<file path="src/rtl/main_ram_arbiter_if.sv">
// Requester and RAM-side signals of the main data RAM arbiter.
// The slave modport is the arbiter's view; master is the requesters/RAM view.
interface main_ram_arbiter_if #(
    parameter int AW = 12,
    parameter int DW = 16
);
    logic          req0;
    logic          wren0;
    logic [AW-1:0] addr0;
    logic [DW-1:0] wdata0;
    logic          gnt0;
    logic          rvalid0;
    logic [DW-1:0] rdata0;

    logic          req1;
    logic          wren1;
    logic [AW-1:0] addr1;
    logic [DW-1:0] wdata1;
    logic          lock1;
    logic          gnt1;
    logic          rvalid1;
    logic [DW-1:0] rdata1;

    logic [AW-1:0] m_addr;
    logic [DW-1:0] m_data;
    logic          m_wren;
    logic [DW-1:0] m_q;

    modport slave (
        input  req0, wren0, addr0, wdata0,
        input  req1, wren1, addr1, wdata1, lock1,
        input  m_q,
        output gnt0, rvalid0, rdata0,
        output gnt1, rvalid1, rdata1,
        output m_addr, m_data, m_wren
    );

    modport master (
        output req0, wren0, addr0, wdata0,
        output req1, wren1, addr1, wdata1, lock1,
        output m_q,
        input  gnt0, rvalid0, rdata0,
        input  gnt1, rvalid1, rdata1,
        input  m_addr, m_data, m_wren
    );
endinterface

</file>
<file path="src/rtl/main_ram_arbiter.sv">
// Two-port arbiter for the single-port main data RAM: fixed priority to port 0,
// starvation override and bounded burst lock for port 1, in-order read return.
module main_ram_arbiter #(
    parameter int AW       = 12,
    parameter int DW       = 16,
    parameter int RD_LAT   = 1,
    parameter int MAX_WAIT = 4,
    parameter int MAX_LOCK = 8
) (
    input  logic              clock,
    input  logic              n_reset,
    main_ram_arbiter_if.slave bus,
    output logic [15:0]       conflict_cnt
);

    localparam int WW = (MAX_WAIT > 0) ? $clog2(MAX_WAIT + 1) : 1;
    localparam int LW = $clog2(MAX_LOCK + 2);
    localparam logic [WW-1:0] WAIT_MAX = WW'(MAX_WAIT);
    localparam logic [LW-1:0] LOCK_MAX = LW'(MAX_LOCK);

    typedef enum logic {S_OPEN, S_LOCKED} lock_state_t;

    lock_state_t   lock_state, lock_state_nx;
    logic [LW-1:0] lock_cnt, lock_cnt_nx, lock_cnt_inc;
    logic [WW-1:0] wait_cnt;
    logic          lock_ok, starve, gnt0_c, gnt1_c;
    logic          rd_vld_p [RD_LAT];
    logic          rd_own_p [RD_LAT];
    logic          rvalid0_c, rvalid1_c;
    logic [DW-1:0] rdata0_q, rdata1_q;

    function automatic logic [15:0] sat_inc16(input logic [15:0] v);
        return (v == 16'hFFFF) ? v : v + 16'd1;
    endfunction

    function automatic logic [WW-1:0] sat_inc_wait(input logic [WW-1:0] v);
        return (v >= WAIT_MAX) ? WAIT_MAX : v + WW'(1);
    endfunction

    // Arbitration: lock, then starvation override, then fixed priority.
    always_comb begin
        lock_ok = (lock_state == S_LOCKED) && bus.req1 && (lock_cnt < LOCK_MAX);
        starve  = bus.req1 && (MAX_WAIT != 0) && (wait_cnt >= WAIT_MAX);
        gnt1_c  = lock_ok || starve || (bus.req1 && !bus.req0);
        gnt0_c  = bus.req0 && !gnt1_c;
    end

    assign bus.gnt0   = gnt0_c;
    assign bus.gnt1   = gnt1_c;
    assign bus.m_addr = gnt1_c ? bus.addr1  : bus.addr0;
    assign bus.m_data = gnt1_c ? bus.wdata1 : bus.wdata0;
    assign bus.m_wren = (gnt0_c && bus.wren0) || (gnt1_c && bus.wren1);

    assign lock_cnt_inc = lock_cnt + LW'(1);

    always_comb begin
        lock_state_nx = lock_state;
        lock_cnt_nx   = lock_cnt;
        case (lock_state)
            S_OPEN: begin
                if (gnt1_c && bus.lock1) begin
                    lock_state_nx = S_LOCKED;
                    lock_cnt_nx   = '0;
                end
            end
            S_LOCKED: begin
                // Releasing at the cap guarantees port 0 at least one slot.
                if (!bus.req1 || !bus.lock1 || (lock_cnt >= LOCK_MAX) ||
                    (lock_ok && (lock_cnt_inc >= LOCK_MAX))) begin
                    lock_state_nx = S_OPEN;
                    lock_cnt_nx   = '0;
                end else if (lock_ok) begin
                    lock_cnt_nx = lock_cnt_inc;
                end
            end
            default: begin
                lock_state_nx = S_OPEN;
                lock_cnt_nx   = '0;
            end
        endcase
    end

    always_ff @(posedge clock or negedge n_reset) begin
        if (!n_reset) begin
            lock_state   <= S_OPEN;
            lock_cnt     <= '0;
            wait_cnt     <= '0;
            conflict_cnt <= '0;
        end else begin
            lock_state <= lock_state_nx;
            lock_cnt   <= lock_cnt_nx;
            if (gnt1_c)
                wait_cnt <= '0;
            else if (bus.req1)
                wait_cnt <= sat_inc_wait(wait_cnt);
            if (bus.req0 && bus.req1)
                conflict_cnt <= sat_inc16(conflict_cnt);
        end
    end

    // Read return pipeline: stage 0 captures the issue, last stage meets m_q.
    always_ff @(posedge clock or negedge n_reset) begin
        if (!n_reset) begin
            for (int i = 0; i < RD_LAT; i++) begin
                rd_vld_p[i] <= 1'b0;
                rd_own_p[i] <= 1'b0;
            end
        end else begin
            rd_vld_p[0] <= (gnt0_c && !bus.wren0) || (gnt1_c && !bus.wren1);
            rd_own_p[0] <= gnt1_c;
            for (int i = 1; i < RD_LAT; i++) begin
                rd_vld_p[i] <= rd_vld_p[i-1];
                rd_own_p[i] <= rd_own_p[i-1];
            end
        end
    end

    assign rvalid0_c = rd_vld_p[RD_LAT-1] && !rd_own_p[RD_LAT-1];
    assign rvalid1_c = rd_vld_p[RD_LAT-1] &&  rd_own_p[RD_LAT-1];

    always_ff @(posedge clock or negedge n_reset) begin
        if (!n_reset) begin
            rdata0_q <= '0;
            rdata1_q <= '0;
        end else begin
            if (rvalid0_c) rdata0_q <= bus.m_q;
            if (rvalid1_c) rdata1_q <= bus.m_q;
        end
    end

    assign bus.rvalid0 = rvalid0_c;
    assign bus.rvalid1 = rvalid1_c;
    assign bus.rdata0  = rvalid0_c ? bus.m_q : rdata0_q;
    assign bus.rdata1  = rvalid1_c ? bus.m_q : rdata1_q;

endmodule

</file>
<file path="src/flat_wrapper.sv">
// flat-port wrapper written by rule: the top's interface ports become plain ports
module main_ram_arbiter_flat 
#(
    parameter int AW       = 12,
    parameter int DW       = 16,
    parameter int RD_LAT   = 1,
    parameter int MAX_WAIT = 4,
    parameter int MAX_LOCK = 8
)
  (clock, n_reset, conflict_cnt, bus_req0, bus_wren0, bus_addr0, bus_wdata0, bus_req1, bus_wren1, bus_addr1, bus_wdata1, bus_lock1, bus_m_q, bus_gnt0, bus_rvalid0, bus_rdata0, bus_gnt1, bus_rvalid1, bus_rdata1, bus_m_addr, bus_m_data, bus_m_wren);
  main_ram_arbiter_if #(.AW(AW), .DW(DW)) bus_i ();
  input  logic clock;
  input  logic n_reset;
  output logic [15:0] conflict_cnt;
  input wire logic [$bits(bus_i.req0)-1:0] bus_req0;
  input wire logic [$bits(bus_i.wren0)-1:0] bus_wren0;
  input wire logic [$bits(bus_i.addr0)-1:0] bus_addr0;
  input wire logic [$bits(bus_i.wdata0)-1:0] bus_wdata0;
  input wire logic [$bits(bus_i.req1)-1:0] bus_req1;
  input wire logic [$bits(bus_i.wren1)-1:0] bus_wren1;
  input wire logic [$bits(bus_i.addr1)-1:0] bus_addr1;
  input wire logic [$bits(bus_i.wdata1)-1:0] bus_wdata1;
  input wire logic [$bits(bus_i.lock1)-1:0] bus_lock1;
  input wire logic [$bits(bus_i.m_q)-1:0] bus_m_q;
  output wire logic [$bits(bus_i.gnt0)-1:0] bus_gnt0;
  output wire logic [$bits(bus_i.rvalid0)-1:0] bus_rvalid0;
  output wire logic [$bits(bus_i.rdata0)-1:0] bus_rdata0;
  output wire logic [$bits(bus_i.gnt1)-1:0] bus_gnt1;
  output wire logic [$bits(bus_i.rvalid1)-1:0] bus_rvalid1;
  output wire logic [$bits(bus_i.rdata1)-1:0] bus_rdata1;
  output wire logic [$bits(bus_i.m_addr)-1:0] bus_m_addr;
  output wire logic [$bits(bus_i.m_data)-1:0] bus_m_data;
  output wire logic [$bits(bus_i.m_wren)-1:0] bus_m_wren;
  assign bus_i.req0 = bus_req0;
  assign bus_i.wren0 = bus_wren0;
  assign bus_i.addr0 = bus_addr0;
  assign bus_i.wdata0 = bus_wdata0;
  assign bus_i.req1 = bus_req1;
  assign bus_i.wren1 = bus_wren1;
  assign bus_i.addr1 = bus_addr1;
  assign bus_i.wdata1 = bus_wdata1;
  assign bus_i.lock1 = bus_lock1;
  assign bus_i.m_q = bus_m_q;
  assign bus_gnt0 = bus_i.gnt0;
  assign bus_rvalid0 = bus_i.rvalid0;
  assign bus_rdata0 = bus_i.rdata0;
  assign bus_gnt1 = bus_i.gnt1;
  assign bus_rvalid1 = bus_i.rvalid1;
  assign bus_rdata1 = bus_i.rdata1;
  assign bus_m_addr = bus_i.m_addr;
  assign bus_m_data = bus_i.m_data;
  assign bus_m_wren = bus_i.m_wren;
  main_ram_arbiter #(.AW(AW), .DW(DW), .RD_LAT(RD_LAT), .MAX_WAIT(MAX_WAIT), .MAX_LOCK(MAX_LOCK)) u_core (.clock(clock), .n_reset(n_reset), .bus(bus_i), .conflict_cnt(conflict_cnt));
endmodule
</file>
<file path="config.mk">
export PLATFORM = sky130hd
export DESIGN_NAME = main_ram_arbiter_flat
export DESIGN_NICKNAME = d
export VERILOG_FILES = /design/src/rtl/main_ram_arbiter_if.sv /design/src/rtl/main_ram_arbiter.sv /design/src/flat_wrapper.sv
export SDC_FILE = /design/constraint.sdc
export NUM_CORES = 1
export LEC_CHECK = 0
export ABC_CLOCK_PERIOD_IN_PS = 1750
export BUFFER_PORTS_ARGS = -buffer_cell sky130_fd_sc_hd__buf_2
export CORE_ASPECT_RATIO = 1.75
export CORE_MARGIN = 1.5
export CORE_UTILIZATION = 44
export DETAILED_ROUTE_END_ITERATION = 10
export GPL_TIMING_DRIVEN = 0
export PLACE_DENSITY = 0.8
export REMOVE_ABC_BUFFERS = 1
export SLEW_MARGIN = 15
export SYNTH_ARGS = -nofsm -noshare
export SYNTH_HDL_FRONTEND = slang
export SYNTH_SLANG_ARGS = --single-unit
</file>
<file path="constraint.sdc">
create_clock -name clock -period 1.75 [get_ports clock]
set_input_delay 0.2625 -clock clock [delete_from_list [all_inputs] [get_ports clock]]
set_output_delay 0.2625 -clock clock [all_outputs]
set_load 0.03 [all_outputs]
</file>
Yosys cells after proc, flatten, opt, wreduce, memory -nomap -nowiden --
Index checks and enable logic that the tools add are counted.
Operators by class: mux-type cells 14, $add $sub $neg 3, equal/unequal tests 3, divide/modulo/power cells 0, shifts and indexed selects 0, bitwise gates (word level) 2, $lt $le $gt $ge 4, multiply operators 0, reduce and logical (&&, ||, !) cells 31
Operators by type and width (count):
- 16-bit two-way mux | 3
- 16-bit by 1-bit adder with 16-bit output (second input constant) | 1
- 16-bit == test (second input constant) | 1
- 1-bit logical AND | 14
- 12-bit two-way mux | 1
- 4-bit two-way mux | 3
- 3-bit two-way mux | 3
- 4-bit greater-or-equal comparator (second input constant) | 2
- 4-bit one-hot mux with 2 select lines | 1
- 1-bit zero test | 7
- 1-bit logical OR | 7
- 4-bit by 1-bit adder with 4-bit output (second input constant) | 1
- 4-bit < comparator (second input constant) | 1
- 2-bit AND reduction | 2
- 3-bit by 1-bit adder with 3-bit output (second input constant) | 1
- 3-bit greater-or-equal comparator (second input constant) | 1
- 3-bit inequality test (second input constant) | 1
- 1-bit two-way mux | 2
- 2-bit by 1-bit inequality test with 1-bit output (second input constant) | 1
- 1-bit inverter | 2
- 1-bit one-hot mux with 2 select lines | 1
- 2-bit nonzero test | 1
Word-level totals: ROM bits 0, bits in registers 58, memories kept 0, bits in latches 0, logic and storage cells 65, output and inout port bits 81, bits in writable memories 0

Depth between registers and ports, before layout --
depth after elaboration 8, depth in mapped cells 5

Worst setup path before layout --
Ideal clock, no wire load.
path type reg-to-output, start point register u_core.lock_state, end point output bus_m_wren, arrival 1579 ps, path buffers 1, stages on the path, launching flop included 5, slack -92 ps, cells stage by stage dfrtp_1 nor2b_1 o21ai_2 buf_2 o21ai_0
Between the ends: word-level cells in the longest chain between the ends 8, elaborated cells on any way between the ends 9, those cells by class 9 x reduce/logical
RTL lines:
- start, declared | RTL line main_ram_arbiter.sv:23 | lock_state_t lock_state, lock_state_nx;
- start signal, assigned | RTL line main_ram_arbiter.sv:90 | lock_state <= lock_state_nx;
- 1-bit logical AND * (2 in series) | RTL line main_ram_arbiter.sv:42 | lock_ok = (lock_state == S_LOCKED) && bus.req1 && (lock_cnt < LOCK_MAX);
- 1-bit logical OR * (2 in series) | RTL line main_ram_arbiter.sv:44 | gnt1_c = lock_ok || starve || (bus.req1 && !bus.req0);
- 1-bit zero test | RTL line main_ram_arbiter.sv:45 | gnt0_c = bus.req0 && !gnt1_c;
- 1-bit logical AND | RTL line main_ram_arbiter.sv:45
- 1-bit logical AND | RTL line main_ram_arbiter.sv:52 | assign bus.m_wren = (gnt0_c && bus.wren0) || (gnt1_c && bus.wren1);
- 1-bit logical OR * | RTL line main_ram_arbiter.sv:52
- end, declared | RTL line flat_wrapper.sv:33 | output wire logic [$bits(bus_i.m_wren)-1:0] bus_m_wren;
Mark *: on every way between the ends. The rest lies on a longest branch, timed or not.

Worst setup path after layout --
start point register u_core.wait_cnt[2], end point output bus_m_data[13]
Between the ends: word-level cells in the longest chain between the ends 5
RTL lines:
- start, declared | RTL line main_ram_arbiter.sv:25 | logic [WW-1:0] wait_cnt;
- start signal, assigned | RTL line main_ram_arbiter.sv:95 | wait_cnt <= sat_inc_wait(wait_cnt);
- 3-bit greater-or-equal comparator | RTL line main_ram_arbiter.sv:43 | starve = bus.req1 && (MAX_WAIT != 0) && (wait_cnt >= WAIT_MAX);
- 1-bit logical AND | RTL line main_ram_arbiter.sv:43
- 1-bit logical OR (2 in series) | RTL line main_ram_arbiter.sv:44
- 16-bit two-way mux | RTL line main_ram_arbiter.sv:51 | assign bus.m_data = gnt1_c ? bus.wdata1 : bus.wdata0;
- end, declared | RTL line flat_wrapper.sv:32 | output wire logic [$bits(bus_i.m_data)-1:0] bus_m_data;
Every way passes these cells.

==> out/results.tsv <==
stage	metric	value	unit
timing	grt_setup_unrepaired	true	
layout	fillCellCount	351	
detailed_routing	drt-initial-drc-count	101	
run	drv_cap	0	
placed_design	hpwlAfterDp	5.79	mm
floorplan	start_util	45.5	%
logic_synthesis	postSynthAreaPerCell	12.9	sq um
floorplan	dieHeight	109	microns
setup_path	worstPathRequired	1.49	ns
setup_path	crit_fanout	11	
grt	grt_max_degree	59	
cts	hold_buffers	0	
cts	htreeDepth	3	
power	p_int	0.00400	W
placed_design	portBuffers	159	
timing	setup-violations-final	54	
timing	tightestPinTransition	0.730	ns
placed_design	dp.cells	452	
logic_synthesis	ys_ff_latch	58	
power	p_per_area	1230	mW/mm^2
placed_design	place_area	0.00372	sq mm
timing	maxSlewViolCount	0	
worst_hold_path	hold_class	in2async	
layout	syn2layout_area_growth	74.8	%
logic_synthesis	synth_async_sr_flop_share	100	%
cts	cts_tree	done	
logic_synthesis	synth.distinct_cells	38	
layout	drive_gt1_share	67.9	%
cts	cts_max_path_buffers	2	
layout	fin_nets	496	
timing	finalCritPeriodShare	117	%
cts	path_clk_slew	0.07	ns
setup_path	start_kind	register	
cts	clk_latency	0.33	ns
layout	fin_cells	497	
power	switching_share	34.2	%
power	vdd_drop_max	0.000769	V
logic_synthesis	synthCells	219	
timing	slew_headroom	51.4	%
detailed_routing	viasPerCell	5.24	
detailed_routing	ant_nets	0	
power	comb_power_share	42.6	%
cts	clkSinkCount	58	
logic_synthesis	syn_area	0.00283	sq mm
detailed_routing	routedWlPerCell	19.3	microns
power	seq_power_share	30.2	%
floorplan	fp.coreArea	0.00623	sq mm
logic_synthesis	synth_flop_cell	dfrtp_1	
placed_design	routabilityCongestion	0.862	
logic_synthesis	synth_edf_count	0	
timing	period_minus_slack	2.04	ns
timing	setup_ws	-0.289	ns
grt	antenna_found_initial	1	
grt	grt_pass1_wl	14.1	mm
grt	overflow	0	
logic_synthesis	yosysSeqAreaShare	51.2	%
timing	timing.fmax	0.490	GHz
timing	hold_violations	16	
detailed_routing	wl	9.57	mm
power	pwr-share-clk	27.2	%
timing	hold_slack	-0.0148	ns
detailed_routing	drtPass1Iterations	4	
floorplan	die_area	0.00695	sq mm
cts	cts_root_buf	clkbuf_8	
floorplan	ios	160	
detailed_routing	vias	2606	
power	power	0.00607	W
grt	grt_usage	27.1	%
setup_path	endpoint_kind	output pin	
layout	diodes	0	
status	violations	hold timing, setup timing	
grt	grt_pass1_vias	2861	
power	cellLeakagePower	2.56	nW
timing	finalClockSkew	0.00922	ns
layout	postLayoutCellArea	0.00495	sq mm
floorplan	die_width	63.7	microns
setup_path	crit_type	reg2out	
status	status	finished with violations	
cts	cts_made_buffers	9	
logic_synthesis	ys_warn_count	0	
power	p_switching	0.00207	W
detailed_routing	drcViolationCount	0	
setup_path	arrival	1.78	ns
floorplan	placementRows	38	
-- through the flow --
stage / setup WS (ns) / setup TNS (ns) / utilization [%]
after floorplan: -0.527 / -29.40 / -
after global placement: -0.804 / -42.30 / 59.2
after detailed placement: -0.482 / -15.32 / 59.7
after CTS: -0.285 / -9.38 / 76.5
after global routing: -0.335 / -11.99 / 79.6
final: -0.289 / -9.38 / 79.6
-- state kept, by name, summed over array words and instances (netlist names) --
register	flops
u_core.conflict_cnt	16
u_core.rdata0_q	16
u_core.rdata1_q	16
u_core.lock_cnt	4
u_core.wait_cnt	3
u_core.lock_state	1
u_core.rd_own_p	1
u_core.rd_vld_p	1
-- critical path, cell delays in order (launching register included) --
cell and delay, ns:
dfrtp_1 0.38, nand2b_4 0.19, o21ai_4 0.20, buf_12 0.16, mux2_2 0.36, buf_6 0.15
-- what timing repair did --
item / 4_1_cts / 5_1_grt
pin swaps: 4 / 2
endpoints found under the hold margin: 0 / 0
buffers inserted: 14 / 10
cloned: 5 / 1
endpoints found under the setup margin: 69 / 67
resized for setup: 178 / 30
-- worst paths after layout --
check,startpoint,to,slack (ns),cells after the start
worst max-delay path,u_core.wait_cnt[2],bus_m_data[13],-0.29,5
worst min-delay path,n_reset,u_core.rdata0_q[4],-0.01,1
worst max register to register,u_core.conflict_cnt[0],u_core.conflict_cnt[1],0.10,6
worst min register to register,u_core.lock_cnt[2],u_core.lock_cnt[2],0.50,1
max in group asynchronous,n_reset,u_core.rd_vld_p,1.23,1
min in group clock,bus_wren1,u_core.rd_vld_p,0.18,2
-- cells by family after synthesis --
logic type / after synthesis / share of synthesized area [%]
and+or+nand+nor: 51 / 12.0
DFF: 58 / 51.2
buffers and inverters: 15 / 2.47
muxes: 62 / 24.8
adders and majority gates: 5 / 2.21
AOI/OAI and AO/OA: 14 / 3.05
xor gates and xnor gates: 14 / 4.33
-- metal layers --
metal | GRT usage [%] | part of all wire (%) | up-vias
li1 | - | - | 1173
met1 | 26.7 | 34 | 1260
met2 | 54.3 | 56 | 151
met3 | 5.16 | 6.2 | 20
met4 | 10.1 | 3.5 | 2
met5 | 0 | 0.10 | -
-- synth_stat cells (2+ instances only) --
cell type | count | area, sq um
mux2_2 | 61 | 687
xor2_1 | 5 | 43.8
and3_1 | 2 | 12.5
nand4_2 | 2 | 25.0
buf_4 | 2 | 15.0
inv_1 | 8 | 30.0
and2_1 | 3 | 18.8
xnor2_1 | 9 | 78.8
buf_2 | 5 | 25.0
nand3_1 | 7 | 35.0
a31oi_1 | 2 | 12.5
nand4b_1 | 2 | 17.5
o21ai_0 | 6 | 30.0
nor2_1 | 4 | 15.0
nand2b_1 | 2 | 12.5
nor2b_1 | 2 | 12.5
nand3b_1 | 3 | 22.5
dfrtp_1 | 58 | 1450
nand2_1 | 7 | 26.3
nand4_1 | 7 | 43.8
ha_1 | 5 | 62.6
-- power groups by stage --
stage | combinational (W) | clock [W] | sequential, W
floorplan | 0.00114 | 0 | 0.00193
global placement | 0.00178 | 0 | 0.00181
detailed placement | 0.00182 | 0 | 0.00183
CTS | 0.00245 | 0.00167 | 0.00182
global route | 0.00270 | 0.00173 | 0.00187
finish | 0.00259 | 0.00165 | 0.00183
-- cells in the final DEF (no fill, tap or decap), drive strengths merged, types with 5 or more instances in the layout --
cell    Yosys  layout
buf         7     183
clkbuf      0      13
dfrtp      58      58
ha          5       5
inv         8       8
mux2       62      62
nand2       7       9
nand3       8       8
nand4       9       9
nor2        5       5
o21ai       7       9
xnor2       9       9
xor2        5       5
-- cell type report --
| type | instances | area, sq um | share of cell area [%] |
|---|---|---|---|
| Clock buffer | 11 | 141 | 2.85 |
| Timing Repair Buffer | 185 | 1480 | 29.9 |
| Sequential cell | 58 | 1460 | 29.4 |
| Multi-Input combinational cell | 150 | 1620 | 32.7 |
| Inverter | 8 | 30.0 | 0.606 |
| Tap cell | 80 | 100 | 2.02 |
| Clock inverter | 5 | 125 | 2.53 |
Note: power is estimated with default switching activity, not from simulation.
